**src/rtl/mux_arb_reg.sv**
```systemverilog
// N-channel valid/ready selector with a registered output stage.
// Channels are chosen by explicit select or by round-robin arbitration.
module mux_arb_reg #(
  parameter int WIDTH = 32,
  parameter int N     = 4,
  parameter int SELW  = 2
) (
  input  logic               clk,
  input  logic               rst_n,
  input  logic [N-1:0]       in_valid,
  output logic [N-1:0]       in_ready,
  input  logic [N*WIDTH-1:0] in_data,
  input  logic [SELW-1:0]    sel,
  input  logic               rr_mode,
  output logic               out_valid,
  input  logic               out_ready,
  output logic [WIDTH-1:0]   out_data,
  output logic [SELW-1:0]    out_chan
);

  localparam int NEXT = 1 << SELW;

  logic [NEXT-1:0]  valid_ext;
  logic [SELW:0]    scan_idx;
  logic             grant_valid;
  logic [SELW-1:0]  grant_idx;
  logic             accept;
  logic             transfer;

  logic             out_valid_q, out_valid_d;
  logic [WIDTH-1:0] out_data_q, out_data_d;
  logic [SELW-1:0]  out_chan_q, out_chan_d;
  logic [SELW-1:0]  rr_ptr_q, rr_ptr_d;

  // Valids padded to the full select range, so an index >= N reads as "not valid".
  always_comb begin
    valid_ext          = '0;
    valid_ext[N-1:0]   = in_valid;
    grant_valid        = 1'b0;
    grant_idx          = sel;
    scan_idx           = '0;
    if (!rr_mode) begin
      grant_valid = valid_ext[sel];
    end else begin
      // Scan from the farthest offset down, so the offset closest to rr_ptr wins.
      for (int k = N - 1; k >= 0; k--) begin
        scan_idx = {1'b0, rr_ptr_q} + (SELW+1)'(k);
        if (scan_idx >= (SELW+1)'(N)) scan_idx = scan_idx - (SELW+1)'(N);
        if (valid_ext[scan_idx[SELW-1:0]]) begin
          grant_valid = 1'b1;
          grant_idx   = scan_idx[SELW-1:0];
        end
      end
    end
  end

  assign accept   = !out_valid_q || out_ready;
  assign transfer = grant_valid && accept;

  always_comb begin
    for (int i = 0; i < N; i++) begin
      in_ready[i] = rst_n && transfer && (grant_idx == SELW'(i));
    end
  end

  // NOTE: every signal driven here gets a default first, so no latch is inferred.
  always_comb begin
    out_valid_d = out_valid_q;
    out_data_d  = out_data_q;
    out_chan_d  = out_chan_q;
    rr_ptr_d    = rr_ptr_q;
    if (transfer) begin
      out_valid_d = 1'b1;
      out_data_d  = in_data[int'(grant_idx)*WIDTH +: WIDTH];
      out_chan_d  = grant_idx;
      if (rr_mode) begin
        rr_ptr_d = (grant_idx == SELW'(N - 1)) ? '0 : grant_idx + SELW'(1);
      end
    end else if (out_ready) begin
      out_valid_d = 1'b0;
    end
  end

  // NOTE: state flops use non-blocking assignments so all of them update together.
  always_ff @(posedge clk or negedge rst_n) begin
    if (!rst_n) begin
      out_valid_q <= 1'b0;
      out_data_q  <= '0;
      out_chan_q  <= '0;
      rr_ptr_q    <= '0;
    end else begin
      out_valid_q <= out_valid_d;
      out_data_q  <= out_data_d;
      out_chan_q  <= out_chan_d;
      rr_ptr_q    <= rr_ptr_d;
    end
  end

  assign out_valid = out_valid_q;
  assign out_data  = out_data_q;
  assign out_chan  = out_chan_q;

endmodule

```
**config.mk**
```make
export PLATFORM = sky130hd
export DESIGN_NAME = mux_arb_reg
export DESIGN_NICKNAME = d
export VERILOG_FILES = /design/src/rtl/mux_arb_reg.sv
export SDC_FILE = /design/constraint.sdc
export NUM_CORES = 1
export LEC_CHECK = 0
export BUFFER_PORTS_ARGS = -buffer_cell sky130_fd_sc_hd__buf_4
export CELL_PAD_IN_SITES_DETAIL_PLACEMENT = 0
export CELL_PAD_IN_SITES_GLOBAL_PLACEMENT = 1
export CORE_ASPECT_RATIO = 2
export CORE_MARGIN = 4
export CORE_UTILIZATION = 33
export DETAILED_ROUTE_END_ITERATION = 7
export GPL_ROUTABILITY_DRIVEN = 0
export GPL_TIMING_DRIVEN = 0
export HOLD_SLACK_MARGIN = 0.03
export PLACE_DENSITY = 0.92
export SYNTH_ARGS = -nofsm -noshare
export SYNTH_HDL_FRONTEND = slang
export SYNTH_SLANG_ARGS = --single-unit
```
**constraint.sdc**
```tcl
create_clock -name clk -period 3.8 [get_ports clk]
set_input_delay 0.19 -clock clk [delete_from_list [all_inputs] [get_ports clk]]
set_output_delay 0.19 -clock clk [all_outputs]
set_load 0.05 [all_outputs]
```
=== Yosys cells after proc, flatten, opt, wreduce, memory -nomap -nowiden ===
Index checks and enable logic that the tools add are counted.

* Flip-flop bits (word level): 37
* Input port bits: 138

* Reductions and logical operators: 11
* $add $sub $neg: 8
* Mux-type cells: 31
* Eq/ne operators: 3
* Order comparisons: 9
* Shift operators: 1

{| class="wikitable"
|+ Operators by type and width
! cell !! count
|-
| 128-bit by 8-bit indexed part select with 32-bit output || 1
|-
| 2-bit two-way mux || 14
|-
| 2-bit by 3-bit less-than comparator with 1-bit output, second input constant || 5
|-
| 1-bit two-way mux || 12
|-
| 1-bit binary-select mux with 2-bit select || 5
|-
| 3-bit greater-or-equal comparator, second input constant || 3
|-
| 2-bit by 1-bit subtractor with 2-bit output, second input constant || 4
|-
| 2-bit by 2-bit adder with 3-bit output, second input constant || 2
|-
| 1-bit logical AND || 6
|-
| 2-bit equality test, second input constant || 2
|-
| 2-bit by 1-bit adder with 3-bit output, second input constant || 1
|-
| 2-bit by 3-bit greater-or-equal comparator with 1-bit output, second input constant || 1
|-
| 2-bit by 1-bit adder with 2-bit output, second input constant || 1
|-
| 2-bit by 1-bit equality test with 1-bit output, second input constant || 1
|-
| 2-bit logical NOT || 1
|-
| 2-bit AND reduction || 1
|-
| 2-bit nonzero test || 1
|-
| 1-bit logical NOT || 1
|-
| 1-bit logical OR || 1
|}

=== Depth between registers and ports, before layout ===
* Word-level depth: 14
* Depth in mapped cells: 9
* Gate-level depth less buffers: 6

=== Least setup slack after synthesis ===
OpenSTA, ideal clock, no wires.

* Kind: register to output
* From: reg rr_ptr_q[1]
* To: out in_ready[1]
* Data arrival time: 2.130 ns
* Data required time: 3.610 ns
* Stages on the path, launching flop included: 9
* Path slack: 1.480 ns
* Cells stage by stage: dfrtp_1 buf_2 a21boi_0 o221a_2 a22o_1 buf_2 buf_6 nand3_1 nor2_1

* Cells in the longest elaborated chain, start to end: 14
* Elaborated cells on any way between the ends: 41

{| class="wikitable"
|+ RTL lines
! what !! line !! RTL
|-
| from (decl) || 33 || <nowiki>logic [SELW-1:0] rr_ptr_q, rr_ptr_d;</nowiki>
|-
| from (signal assigned) || 95 || <nowiki>rr_ptr_q <= rr_ptr_d;</nowiki>
|-
| 2-bit by 2-bit adder with 3-bit output || 47 || <nowiki>scan_idx = {1'b0, rr_ptr_q} + (SELW+1)'(k);</nowiki>
|-
| 3-bit greater-or-equal comparator / 2-bit by 1-bit subtractor with 2-bit output (equally long branches) || 48 || <nowiki>if (scan_idx >= (SELW+1)'(N)) scan_idx = scan_idx - (SELW+1)'(N);</nowiki>
|-
| 2-bit two-way mux || 48 ||
|-
| 2-bit two-way mux || 42 || <nowiki>if (!rr_mode) begin</nowiki>
|-
| 1-bit binary-select mux with 2-bit select || 49 || <nowiki>if (valid_ext[scan_idx[SELW-1:0]]) begin</nowiki>
|-
| 1-bit two-way mux (implied by the code) || 49 ||
|-
| 1-bit two-way mux (4 in series) || 49 ||
|-
| 1-bit two-way mux || 42 ||
|-
| 1-bit logical AND || 58 || <nowiki>assign transfer = grant_valid && accept;</nowiki>
|-
| 1-bit logical AND || 62 || <nowiki>in_ready[i] = rst_n && transfer && (grant_idx == SELW'(i));</nowiki>
|-
| 1-bit logical AND (*) || 62 ||
|-
| to (decl) || 11 || <nowiki>output logic [N-1:0] in_ready,</nowiki>
|}

Mark *: on every way between the ends. The rest lies on a longest branch, timed or not. The select of a mux whose other input is x is not followed.

=== Final worst setup path ===
* From: reg rr_ptr_q[1]
* To: out in_ready[3]

The elaborated chain is that of the path after synthesis.

==> flow_metrics.env <==
export IMPL_combinationalPowerShare_pct=62.1
export IMPL_async_flop_share_pct=100.0
export IMPL_leakagePower_nw=2.201
export IMPL_core_region_area_um2=8292
export IMPL_status="complete, no violations"
export IMPL_p_int_mw=1.628
export IMPL_crit_chain="buf_2 > mux2i_1 > o221a_2 > a22o_1 > buf_2 > buf_6 > nand3_1 > nor2_1 > buf_4"
export IMPL_cts_htree_levels=2
export IMPL_port_buffers=175
export IMPL_syn_cell_area_um2=2799
export IMPL_synth_seq_cells=37
export IMPL_wl_per_cell_um=18.31
export IMPL_num_vias=2934
export IMPL_n_antenna_cell=0
export IMPL_synth_area_leaders="dfrtp_1, mux2i_1, mux2_4"
export IMPL_drive_above_1_share_pct=50.99
export IMPL_ios=177
export IMPL_skew_ns=0.001698
export IMPL_initial_core_util_pct=33.76
export IMPL_synthCells=271
export IMPL_stdcell_count=553
export IMPL_cp_buffers_inverters=4
export IMPL_dp_hpwl_um=8180
export IMPL_ys_flop_type="dfrtp_1"
export IMPL_grt_setup_unrepaired="no"
export IMPL_die_area_um2=10110
export IMPL_grt_first_pass_wirelength_um=15640
export IMPL_overflow=0
export IMPL_slew_violations=0
export IMPL_netSwitchingFraction_pct=45.14
export IMPL_yosysWarnings=0
export IMPL_grt_pass1_vias=3128
export IMPL_fmax_mhz=393.3
export IMPL_cp_slowest_cell="dfrtp_1"
export IMPL_crit_top_cell="buf_2"
export IMPL_max_stage_delay_ns=0.32
export IMPL_grt_max_degree=40
export IMPL_drt_pass1_iterations=4
export IMPL_maxCapViolations=0
export IMPL_synth_top_cell_area_share_pct=33.08
export IMPL_nNetsFinal=592
export IMPL_ys_seq_area_share_pct=33.08
export IMPL_areaGrowthSynthToFinish_pct=57.98
export IMPL_end_kind="primary output"
export IMPL_drtAntennaViolNets=0
export IMPL_synth_cell_types=41
export IMPL_viasPerCell=5.306
export IMPL_synth_area_per_cell_um2=10.33
export IMPL_power_frac_seq_pct=21.4
export IMPL_cts_buffers=5
export IMPL_path_class="reg2out"
export IMPL_fin_crit_ns=2.542
export IMPL_cts_tree="built"
export IMPL_synth_nets=409
export IMPL_dieWidth_um=73.12
export IMPL_antenna_found_initial=0
export IMPL_switchingPower_mw=1.340
export IMPL_cpLargestDelayFamily="buffers and inverters"
export IMPL_finalHoldViolCount=0
export IMPL_clk_pin_slew_ns=0.06
export IMPL_clk_latency_ns=0.28
export IMPL_hold_class="in2reg"
export IMPL_drtIter0Drc=118
export IMPL_yosys_area_top_type="dfrtp_1"
export IMPL_cp_arrival_ns=2.35
export IMPL_start_kind="flop"
export IMPL_placedCellCount=544
export IMPL_slew_headroom_pct=65.45
export IMPL_synth_most_common_cell="nand3_1"
export IMPL_clk_path_buf_depth=2
export IMPL_synth_edf_count=0
export IMPL_power_density_nw_per_um2=671.1
export IMPL_regArea_um2=925.9
export IMPL_irDropWorstVdd_uv=321.9
export IMPL_clkPwrFrac_pct=16.5
export IMPL_synth_common_cells="nand3_1, mux2i_1, dfrtp_1"
export IMPL_drt_total_wl_um=10120
export IMPL_post_route_period_util_pct=66.90
export IMPL_fill_cells=759
export IMPL_setup_violations=0
export IMPL_die_h_um=138.2
export IMPL_setup_tns_ns=0
export IMPL_tightest_slew_ns=0.5183
export IMPL_cts_resized=0
export IMPL_grtUsageTotal_pct=19.88
export IMPL_multi_input_area_um2=1680
export IMPL_drc=0
export IMPL_cp_required_ns=3.61
export IMPL_clock_tree_root_cell="clkbuf_16"
export IMPL_clock_sinks=37
export IMPL_crit_fanout=10
export IMPL_rows=47
-- per-layer routing --
| metal | vias up | routed length, µm | GRT usage [%] |
|---|---|---|---|
| li1 | 1405 | - | - |
| met1 | 1400 | 3537 | 20.48 |
| met2 | 104 | 5663 | 36.84 |
| met3 | 25 | 548 | 3.561 |
| met4 | 0 | 374 | 9.144 |
| met5 | - | 0 | 0 |
-- final cells by class --
type / instances / area share (%)
inverter: 3 / 0.2547
clock inverter: 2 / 0.8489
tap: 98 / 2.773
sequential: 37 / 20.94
timing repair buffer: 176 / 29.94
clock buffer: 6 / 3.141
multi-input combinational: 205 / 38.00
buffer: 26 / 4.103
-- through the flow --
step / instance area, µm² / hold slack, ns / util [%] / power [mW] / worst slack (ns)
floorplan: 2799 / -0.1056 / - / 1.930 / 1.480
global placement: 4235 / 0.1936 / 51.08 / 2.469 / 1.551
detailed placement: 4235 / 0.1966 / 51.08 / 2.498 / 1.503
CTS: 4422 / 0.1895 / 53.33 / 3.000 / 1.192
global route: 4422 / 0.2097 / 53.33 / 3.109 / 1.077
finish: 4422 / 0.1966 / 53.33 / 2.968 / 1.258
-- flip-flops by register name (all words and copies together) (netlist names) --
register and flops:
out_valid 1, out_data 32, out_chan 2, rr_ptr_q 2
-- worst paths after layout --
kind,to,slack (ns),cells after the start,startpoint
setup / recovery,in_ready[3],1.26,9,rr_ptr_q[1]
setup reg to reg,out_data[12],1.53,8,rr_ptr_q[0]
hold / removal,out_valid,0.20,3,out_ready
hold reg to reg,out_data[19],0.49,2,out_data[19]
max in group asynchronous,out_data[2],2.99,2,rst_n
min in group asynchronous,out_valid,0.44,2,rst_n
-- worst register-to-register path: cells and delay by family, from the launching register on --
kind / cells / cell delay, ns
compound gates: 3 / 0.58
flops: 1 / 0.32
buf+inv: 3 / 0.60
mux: 2 / 0.63
-- power by group through the flow --
stage          sequential, mW  clock, mW  combinational, mW
3_3_place_gp            0.633          0               1.84
6_report                0.636      0.490               1.84
4_1_cts                 0.634      0.502               1.86
3_5_place_dp            0.637          0               1.86
2_1_floorplan            1.14          0              0.787
5_1_grt                 0.650      0.517               1.94
-- cell families (layout without fill, tap and decap cells) --
group / after synthesis / after routing / share of synthesized area (%)
muxes: 68 / 68 / 28.79
AOI/OAI and AO/OA: 53 / 53 / 16.50
buffers and inverters: 29 / 213 / 6.884
DFF: 37 / 37 / 33.08
xor gates and xnor gates: 1 / 1 / 0.3130
and+or+nand+nor: 83 / 83 / 14.44
-- cell usage in the layout (no fill, tap or decap), types with 3 or more instances in the layout --
cell type,instances
inv_1,3
o21ai_0,5
a221o_1,23
nand2_1,15
buf_4,178
clkbuf_1,4
mux2i_1,43
buf_6,8
nand3_1,49
dfrtp_1,37
nor2_1,10
buf_2,10
o221ai_1,9
clkbuf_16,5
mux2_4,22
-- timing repair --
action,CTS,global route
hold endpoints to repair,37,0
hold buffers,1,0
setup buffers,0,0
Note: power is estimated with default switching activity, not from simulation.
